==> config.mk <==
export PLATFORM = sky130hd
export DESIGN_NAME = divider
export DESIGN_NICKNAME = d
export VERILOG_FILES = /design/src/rtl/divider.sv
export SDC_FILE = /design/constraint.sdc
export NUM_CORES = 1
export LEC_CHECK = 0
export BUFFER_PORTS_ARGS = -buffer_cell sky130_fd_sc_hd__buf_2
export CORE_ASPECT_RATIO = 1.5
export CORE_UTILIZATION = 60
export CTS_BUF_LIST = sky130_fd_sc_hd__clkbuf_16
export DETAILED_ROUTE_END_ITERATION = 10
export GPL_ROUTABILITY_DRIVEN = 0
export HOLD_SLACK_MARGIN = 0.05
export PLACE_DENSITY = 0.82
export SYNTH_ARGS = -nofsm -noshare
export SYNTH_HDL_FRONTEND = slang
export SYNTH_SLANG_ARGS = --single-unit
==> constraint.sdc <==
create_clock -name clk -period 6.56 [get_ports clk]
set_input_delay 1.968 -clock clk [delete_from_list [all_inputs] [get_ports clk]]
set_output_delay 1.968 -clock clk [all_outputs]
set_load 0.005 [all_outputs]
==> src/rtl/divider.sv <==
// Iterative 32-bit restoring divider (signed/unsigned) with a fixed 32-cycle latency.
// Results are sign-corrected and registered on the final iteration, then held until the next completion.
module divider (
  input  logic        clk,
  input  logic        rst,
  input  logic        start,
  input  logic        is_signed,
  input  logic [31:0] a,
  input  logic [31:0] b,
  output logic        busy,
  output logic        done,
  output logic [31:0] quotient,
  output logic [31:0] remainder,
  output logic        div_by_zero
);

  typedef enum logic [1:0] {
    IDLE = 2'd0,
    RUN  = 2'd1,
    DONE = 2'd2
  } state_e;

  function automatic logic [31:0] cond_neg(input logic [31:0] v, input logic neg);
    return neg ? (32'd0 - v) : v;
  endfunction

  state_e      state_q, state_d;
  logic [5:0]  cnt_q, cnt_d;
  logic [31:0] dvd_q, dvd_d;
  logic [31:0] dvs_q, dvs_d;
  logic [31:0] rem_q, rem_d;
  logic        neg_quo_q, neg_quo_d;
  logic        neg_rem_q, neg_rem_d;
  logic        zero_q, zero_d;
  logic        busy_q, busy_d;
  logic        done_q, done_d;
  logic [31:0] quotient_q, quotient_d;
  logic [31:0] remainder_q, remainder_d;
  logic        dbz_q, dbz_d;

  logic [32:0] shifted_s;
  logic [33:0] trial_s;
  logic        qbit_s;
  logic [31:0] step_rem_s;
  logic [31:0] step_quo_s;
  logic        sign_a_s;
  logic        sign_b_s;

  // Next-state, datapath step and result formation.
  always_comb begin
    state_d     = state_q;
    cnt_d       = cnt_q;
    dvd_d       = dvd_q;
    dvs_d       = dvs_q;
    rem_d       = rem_q;
    neg_quo_d   = neg_quo_q;
    neg_rem_d   = neg_rem_q;
    zero_d      = zero_q;
    busy_d      = busy_q;
    done_d      = 1'b0;
    quotient_d  = quotient_q;
    remainder_d = remainder_q;
    dbz_d       = dbz_q;

    // 34-bit trial so the borrow bit is unambiguous even when the shifted value exceeds 32 bits.
    shifted_s  = {rem_q, dvd_q[31]};
    trial_s    = {1'b0, shifted_s} - {2'b00, dvs_q};
    qbit_s     = ~trial_s[33];
    step_rem_s = qbit_s ? trial_s[31:0] : shifted_s[31:0];
    step_quo_s = {dvd_q[30:0], qbit_s};
    sign_a_s   = is_signed & a[31];
    sign_b_s   = is_signed & b[31];

    case (state_q)
      IDLE, DONE: begin
        if (start) begin
          state_d   = RUN;
          busy_d    = 1'b1;
          cnt_d     = 6'd32;
          dvd_d     = cond_neg(a, sign_a_s);
          dvs_d     = cond_neg(b, sign_b_s);
          rem_d     = 32'd0;
          neg_quo_d = sign_a_s ^ sign_b_s;
          neg_rem_d = sign_a_s;
          zero_d    = (b == 32'd0);
        end else begin
          state_d = IDLE;
          busy_d  = 1'b0;
        end
      end
      RUN: begin
        dvd_d = step_quo_s;
        rem_d = step_rem_s;
        cnt_d = cnt_q - 6'd1;
        if (cnt_q == 6'd1) begin
          state_d     = DONE;
          busy_d      = 1'b0;
          done_d      = 1'b1;
          quotient_d  = zero_q ? 32'hFFFF_FFFF : cond_neg(step_quo_s, neg_quo_q);
          // With a zero divisor every step subtracts nothing, so the remainder is |a| and restores to a.
          remainder_d = cond_neg(step_rem_s, neg_rem_q);
          dbz_d       = zero_q;
        end else begin
          state_d = RUN;
          busy_d  = 1'b1;
        end
      end
      default: begin
        state_d = IDLE;
        busy_d  = 1'b0;
      end
    endcase
  end

  // State and output registers with synchronous reset.
  always_ff @(posedge clk) begin
    if (rst) begin
      state_q     <= IDLE;
      cnt_q       <= 6'd0;
      dvd_q       <= 32'd0;
      dvs_q       <= 32'd0;
      rem_q       <= 32'd0;
      neg_quo_q   <= 1'b0;
      neg_rem_q   <= 1'b0;
      zero_q      <= 1'b0;
      busy_q      <= 1'b0;
      done_q      <= 1'b0;
      quotient_q  <= 32'd0;
      remainder_q <= 32'd0;
      dbz_q       <= 1'b0;
    end else begin
      state_q     <= state_d;
      cnt_q       <= cnt_d;
      dvd_q       <= dvd_d;
      dvs_q       <= dvs_d;
      rem_q       <= rem_d;
      neg_quo_q   <= neg_quo_d;
      neg_rem_q   <= neg_rem_d;
      zero_q      <= zero_d;
      busy_q      <= busy_d;
      done_q      <= done_d;
      quotient_q  <= quotient_d;
      remainder_q <= remainder_d;
      dbz_q       <= dbz_d;
    end
  end

  assign busy        = busy_q;
  assign done        = done_q;
  assign quotient    = quotient_q;
  assign remainder   = remainder_q;
  assign div_by_zero = dbz_q;

  divider_checker u_checker (
    .clk  (clk),
    .rst  (rst),
    .busy (busy_q),
    .done (done_q)
  );

endmodule

// Protocol properties for the divider handshake outputs.
module divider_checker (
  input logic clk,
  input logic rst,
  input logic busy,
  input logic done
);

  a_busy_done_excl: assert property (@(posedge clk) disable iff (rst) !(busy && done));
  a_done_single:    assert property (@(posedge clk) disable iff (rst) done |=> !done);

endmodule

==> results.md, run 1 <==
- Peak VDD IR: 0.000197 V
- TritonCTS clock tree: done
- Max_slew headroom: 0.314
- Nets: 1,747
- Max cap viols: 0
- Fillers: 1,685
- Global-route usage over all layers: 0.372
- DP Area: 0.0126 sq mm
- PwrDens: 269 mW/mm^2
- FF/Latch Area: 0.00346 sq mm
- Synth cell types: 95
- Worst Path Required: 6.86 ns
- Worst Setup Start Kind: flop
- Yosys Warn Count: 0
- Share of cells above drive strength 1: 0.136
- Number of antenna repair diodes: 0
- Number of antenna violations at the first check in global routing: 0
- Core Area: 0.0193 sq mm
- TNS Setup: 0 ns
- First-pass GRT wire length: 58,300 um
- Share of the synthesized area in the top cell type: 0.290
- Ys flop type: dfxtp_1
- Final Hold Fails: 0
- Critical path capture point type: flop
- Die area: 0.0205 sq mm
- Synth area leaders: dfxtp_1 (29%), nor2_1 (5.9%), a21oi_1 (5.5%)
- DP HPWL: 26,900 um
- Leakage power: 5.34 nW
- Area leader, netlist: dfxtp_1
- Ys async rst share: 0
- Mapped Cells: 1,574
- Initial core utilization: 0.618
- CP max-delay cell: dfxtp_1
- Number of synthesized flops with an enable pin: 0
- Worst Hold Class: flop to flop
- Syn nets: 1,681
- Top-level I/O count: 135
- Mean number of vias per cell: 6.48
- Delay-heaviest family, CP: compound AO/OA/AOI/OAI gates
- Routed WL: 36,900 um
- PortBufs: 134
- Minimum clock period: 4.83 ns
- Outcome: completed
- Clock transition at path regs: 0.07 ns
- Area of the multi-input gates: 0.00786 sq mm
- Avg WL per Cell: 19.3 um
- Critical path type: flop to flop
- Row count: 62
- CP max FO: 9
- Width of the die: 117 um
- ANT nets after route: 0
- Largest net degree at the start of global routing: 102
- Final Slew Violations: 0
- CP max stage delay: 0.57 ns
- H-tree depth: 4
- Worst slew pin tran: 1.03 ns
- RSZ-0062 raised after global routing: false
- R2r setup slk: 1.73 ns
- Initial DRC count: 822
- Clock sink count: 173
- Grt ovf: 0
- Mapped cell area: 0.0119 sq mm
- Area Overhead vs Synth: 10.7%
- Root buf cell: clkbuf_16
- Die Y: 175 um
- Yosys reg bits: 173
- WP data arrival: 5.13 ns
- Clock Skew: 0.0142 ns
- Cell area after layout: 0.0132 sq mm
- CTS buffer count: 17
- Setup WS post-layout: 1.73 ns
- First drt pass iteration count: 7
- Routed via count: 12,400
- Register area share after synthesis: 0.290
- Final period util: 0.736
- Dpl ws: 1.82 ns
- Clk buf depth: 2
- Hold_buf cts: 0
- Clk Latency, worst-skew pair: 0.44 ns
- Resized Gates After CTS: 0
- CP Cell Sequence: ha_1, a21oi_4, o21ai_2, a221o_1, o21ai_4, nand3_4, mux2i_1, ha_1, inv_1, or3_1, nor2_1, nand3_1, nor4_1, a31o_2, o2111ai_1, nor3b_2, mux2i_1, a21oi_1
- Syn avg cell area: 7.58 sq um
- Setup violators final: 0
- FMAX: 0.207 GHz
- Critical path buffers and inverters: 1
- DRC Markers: 0
- Post-CTS Setup Inserts: 0
- Vias in the first global route: 11,800
## worst register-to-register path, delay by kind of cell (launching register included)
family / cells / cell delay, ns
muxes: 2 / 0.53
AOI/OAI and AO/OA: 7 / 1.54
DFF: 1 / 0.57
and+or+nand+nor: 6 / 1.33
adders and majority gates: 2 / 0.65
buffers and inverters: 1 / 0.07
## per-layer routing
metal  GRT usage  up-vias  wire length (um)
li1            -     5879                 -
met1       0.358     5790             12800
met2       0.659      492             18700
met3      0.0773      214              1830
met4       0.321        0              3490
met5           0        -                 0
## final cells by class
class                           instances  share of cell area
Timing Repair Buffer                  143              0.0561
Clock inverter                         15              0.0129
Sequential cell                       173               0.262
Multi-Input combinational cell       1246               0.595
Inverter                               59              0.0170
Tap cell                              256              0.0243
Clock buffer                           17              0.0322
## sequential cells by signal, summed over array words and instances (netlist names)
name	count
cnt_q	6
div_by_zero	1
done	1
dvd_q	32
dvs_q	32
neg_quo_q	1
neg_rem_q	1
quotient	32
rem_q	32
remainder	32
state_q	2
zero_q	1
## cells in the mapped netlist, types with 5 or more instances
cell type	n
a21oi_1	131
nor3_1	54
a221oi_1	5
o41ai_1	10
xnor2_1	66
nor2b_1	5
a311oi_1	9
nand4_1	14
nor2_1	189
mux2i_1	19
nand3_1	20
o21ai_0	76
nand3b_1	10
or3_1	25
buf_1	9
xor2_1	45
a21o_1	14
a211o_1	6
and3_1	13
and2_1	12
o31ai_1	22
clkbuf_1	68
o21ai_1	6
buf_2	12
inv_1	57
a31oi_1	16
o21a_1	9
nand2b_1	10
ha_1	38
a22oi_1	54
o211ai_1	9
dfxtp_1	173
a211oi_1	41
nor4_1	23
o22ai_1	21
or4_1	12
nand2_1	173
## cell usage in the layout (no fill, tap or decap), drive strengths merged, types with 21 or more instances in the layout
master	n
nor4	28
a211oi	43
o31ai	22
o21ai	86
nand2	173
dfxtp	173
buf	143
a21oi	135
nand3	21
nor3	56
ha	38
or3	26
nor2	189
xor2	45
a22oi	54
inv	66
o22ai	21
xnor2	66
## stage by stage
| stage | power, mW | std cells | hold WS [ns] | util |
|---|---|---|---|---|
| after floorplan | 2.17 | 1574 | 0.432 | - |
| after global placement | 2.46 | 1877 | 0.438 | 0.653 |
| after detailed placement | 2.49 | 1877 | 0.443 | 0.653 |
| after CTS | 3.52 | 1909 | 0.453 | 0.684 |
| after global routing | 3.72 | 1909 | 0.477 | 0.684 |
| final | 3.55 | 1909 | 0.448 | 0.684 |
## final timing paths
| kind | start | cells past startpoint | endpoint |
|---|---|---|---|
| worst max-delay path | rem_q[7]$_SDFFE_PP0P_ | 18 | remainder[24]$_SDFFE_PP0P_ |
| worst min-delay path | remainder[8]$_SDFFE_PP0P_ | 2 | remainder[8]$_SDFFE_PP0P_ |
| worst max register to register | rem_q[7]$_SDFFE_PP0P_ | 18 | remainder[24]$_SDFFE_PP0P_ |
| worst min register to register | remainder[8]$_SDFFE_PP0P_ | 2 | remainder[8]$_SDFFE_PP0P_ |
## where the power goes
group,total [mW],switching (mW),internal (mW)
registers,1.18,0.0700,1.11
logic,1.34,0.867,0.471
clock network,1.03,0.490,0.544
total,3.55,1.43,2.12
## logic make-up (layout without fill, tap and decap cells)
logic type	Yosys count	after routing	share of synthesized area
multiplexers	23	23	0.0207
adder cells (fa/ha/maj)	39	39	0.0415
XOR/XNOR	111	111	0.0815
AND/OR/NAND/NOR	588	588	0.236
buffers and inverters	155	234	0.0537
flip-flops	173	173	0.290
AO/OA/AOI/OAI	485	485	0.276
No activity file was read; power rests on OpenSTA's default activity.
==> run 2, diff against run 1 <==
--- a/config.mk
+++ b/config.mk
@@ -7,12 +7,12 @@
 export LEC_CHECK = 0
 export BUFFER_PORTS_ARGS = -buffer_cell sky130_fd_sc_hd__buf_2
 export CORE_ASPECT_RATIO = 1.5
-export CORE_UTILIZATION = 60
+export CORE_UTILIZATION = 54
 export CTS_BUF_LIST = sky130_fd_sc_hd__clkbuf_16
 export DETAILED_ROUTE_END_ITERATION = 10
 export GPL_ROUTABILITY_DRIVEN = 0
 export HOLD_SLACK_MARGIN = 0.05
-export PLACE_DENSITY = 0.82
+export PLACE_DENSITY = 0.77
 export SYNTH_ARGS = -nofsm -noshare
 export SYNTH_HDL_FRONTEND = slang
 export SYNTH_SLANG_ARGS = --single-unit
==> constraint.sdc (replaced) <==
create_clock -name clk -period 3.85 [get_ports clk]
set_input_delay 1.155 -clock clk [delete_from_list [all_inputs] [get_ports clk]]
set_output_delay 1.155 -clock clk [all_outputs]
set_load 0.005 [all_outputs]
==> results.md, run 2 (synthesized netlist as in run 1, its figures left out) <==
- Flop pwr share: 0.295 (-0.036)
- CP max FO: 4 (-5)
- R2r worst-path depth: 19 (+1)
- Worst slew pin tran: 1.23 ns (+0.203 ns)
- Mean number of vias per cell: 6.40 (-1.3%)
- Vias in the first global route: 12,600 (+7.5%)
- Most frequent cells in the layout: nor2_1 (181), nand2_1 (171), dfxtp_1 (156)
- WP data arrival: 4.33 ns (-0.80 ns)
- PwrDens: 456 mW/mm^2 (+70%)
- Clk buf depth: 2 (unchanged)
- Setup violators final: 13 (+13)
- Number of antenna repair diodes: 0 (unchanged)
- First drt pass iteration count: 5 (-2)
- Initial core utilization: 0.551 (-0.0662)
- Routed WL: 42,300 um (+15%)
- Row count: 66 (+6.5%)
- Worst Hold Class: flop to flop
- First-pass GRT wire length: 64,800 um (+11%)
- PortBufs: 134 (unchanged)
- Worst Path Required: 4.14 ns (-2.72 ns)
- RR Startpoint: rem_q[11]$_SDFFE_PP0P_
- Worst Setup Start Kind: flop
- CP max stage delay: 0.37 ns (-0.20 ns)
- Clock Skew: 0.0134 ns (-0.000831 ns)
- Final Hold Fails: 0 (unchanged)
- Root buf cell: clkbuf_16
- Top-level I/O count: 135 (unchanged)
- Die area: 0.0227 sq mm (+11%)
- Share of cells above drive strength 1: 0.252 (+0.116)
- Outcome: finished, violations left
- RSZ-0062 raised after global routing: true
- Routed via count: 13,200 (+6.9%)
- CP max-delay cell: dfxtp_1
- R2r setup slk: -0.19 ns (-1.92 ns)
- Final period util: 1.05 (+0.313)
- Hold_ws: 0.450 ns (+0.00181 ns)
- Most common cell after layout, fill and taps aside: nor2_1
- Nets: 1,890 (+8.2%)
- FMAX: 0.248 GHz (+20%)
- CP most frequent cell: ha_4
- Avg WL per Cell: 20.5 um (+6.0%)
- Clock sink count: 173 (unchanged)
- Max_slew headroom: 0.178 (-0.136)
- Global-route usage over all layers: 0.377 (+0.00484)
- Dpl ws: -0.305 ns (-2.13 ns)
- Crit path to: remainder[22]$_SDFFE_PP0P_
- Failing checks: negative setup slack
- Fillers: 1,782 (+5.8%)
- CP Cell Sequence: ha_4, nand4_1, nor3_2, a21boi_4, o21ai_4, nand3_4, mux2i_4, ha_4, inv_2, or3_4, nor2_4, nand3_2, nor4_4, a31o_2, o2111ai_4, buf_4, nor2_2, mux2i_1, a21oi_1
- Comb pwr share: 0.442 (+0.065)
- Width of the die: 123 um (+5.3%)
- Minimum clock period: 4.04 ns (-0.791 ns)
- Critical path capture point type: flop
- Delay-heaviest family, CP: simple AND/OR/NAND/NOR gates
- Hold_buf cts: 0 (unchanged)
- Peak VDD IR: 0.000327 V (+66%)
- Clock power frac: 0.263 (-0.028)
- Largest net degree at the start of global routing: 88 (-14%)
- Die Y: 184 um (+5.3%)
- Critical path type: flop to flop
- Crit. Startpoint: rem_q[11]$_SDFFE_PP0P_
- DP HPWL: 29,900 um (+11%)
- Final Slew Violations: 0 (unchanged)
- Number of antenna violations at the first check in global routing: 0 (unchanged)
- Levels on crit path: 19 (+1)
- TritonCTS clock tree: done
- Pint: 4.17 mW (+97%)
- Critical path buffers and inverters: 2 (+1)
- Leakage power: 6.14 nW (+15%)
- Grt ovf: 0 (unchanged)
- CTS buffer count: 17 (unchanged)
- Sw Ratio: 0.387 (-0.0155)
- Setup WS post-layout: -0.187 ns (-1.92 ns)
- Clk Latency, worst-skew pair: 0.45 ns (about the same)
- H-tree depth: 4 (unchanged)
- Max cap viols: 0 (unchanged)
- ANT nets after route: 0 (unchanged)
- R2r endpoint: remainder[22]$_SDFFE_PP0P_
- Area Overhead vs Synth: 25.2%
- Initial DRC count: 1,052 (+28%)
- Core Area: 0.0216 sq mm (+12%)
- Clock transition at path regs: 0.07 ns (about the same)
- Post-layout util: 0.690 (+0.00669)
- Psw: 2.63 mW (+84%)
- DRC Markers: 0 (unchanged)
==> run 2: cell count changes in the layout (fill, tap and decap cells not counted), moves of 9 or more <==
cell / before / now
a21oi_1: 131 / 122
dfxtp_2: 0 / 16
ha_4: 0 / 17
dfxtp_1: 173 / 156
buf_4: 10 / 145
ha_1: 38 / 20
==> run 2: how the worst min path moves through the flow <==
stage          depth (start not counted)  slack [ns]                         end                        from
3_3_place_gp                           2        0.44   remainder[3]$_SDFFE_PP0P_   remainder[3]$_SDFFE_PP0P_
3_5_place_dp                           2        0.44  remainder[11]$_SDFFE_PP0P_  remainder[11]$_SDFFE_PP0P_
2_1_floorplan                          2        0.43      dvs_q[31]$_SDFFE_PP0P_      dvs_q[31]$_SDFFE_PP0P_
6_report                               2        0.45  remainder[11]$_SDFFE_PP0P_  remainder[11]$_SDFFE_PP0P_
5_1_grt                                2        0.48   remainder[9]$_SDFFE_PP0P_   remainder[9]$_SDFFE_PP0P_
4_1_cts                                2        0.45  remainder[11]$_SDFFE_PP0P_  remainder[11]$_SDFFE_PP0P_
==> run 2: power groups by stage <==
stage	logic, mW	clock network [mW]	registers (mW)
3_3_place_gp	2.58	0	2.03
3_5_place_dp	2.63	0	2.03
5_1_grt	3.21	1.87	2.02
6_report	3.01	1.79	2.01
4_1_cts	2.69	1.80	1.99
2_1_floorplan	1.80	0	2.00
==> run 2: final cells by class <==
| cell class | instances | area, sq um | share of cell area |
|---|---|---|---|
| tap | 272 | 340 | 0.0228 |
| clock buffer | 17 | 425 | 0.0285 |
| clock inverter | 14 | 168 | 0.0112 |
| inverter | 59 | 224 | 0.0150 |
| timing repair buffer | 286 | 1860 | 0.125 |
| sequential | 173 | 3490 | 0.233 |
| multi-input combinational | 1246 | 8430 | 0.564 |
==> run 2: routing by layer <==
layer | track usage | routed length, um | vias up
li1 | - | - | 6150
met1 | 0.361 | 14000 | 6125
met2 | 0.651 | 21100 | 678
met3 | 0.0850 | 2650 | 278
met4 | 0.360 | 4550 | 0
met5 | 0 | 0 | -
==> run 2: worst reg2reg max path, cell delays in order (launching register included) <==
cell	delay [ns]
dfxtp_1	0.37
ha_4	0.33
nand4_1	0.23
nor3_2	0.31
a21boi_4	0.26
o21ai_4	0.08
nand3_4	0.14
mux2i_4	0.28
ha_4	0.18
inv_2	0.04
or3_4	0.34
nor2_4	0.12
nand3_2	0.11
nor4_4	0.21
a31o_2	0.22
o2111ai_4	0.15
buf_4	0.17
nor2_2	0.08
mux2i_1	0.19
a21oi_1	0.08
==> run 2: what timing repair did <==
| action | 4_1_cts | 5_1_grt |
|---|---|---|
| pin swaps | 16 | 36 |
| gates resized for setup | 24 | 73 |
| endpoints found under the setup margin | 18 | 24 |
| setup buffers | 6 | 15 |
==> run 2: through the flow <==
step           area (sq um)  TNS, ns  power [mW]  std cells
2_1_floorplan         12100    -2.40        3.80       1574
3_3_place_gp          13700   -0.297        4.61       2016
3_5_place_dp          13700    -1.91        4.66       2016
4_1_cts               14500  -0.0595        6.48       2053
5_1_grt               14900    -4.73        7.09       2067
6_report              14900    -1.19        6.80       2067
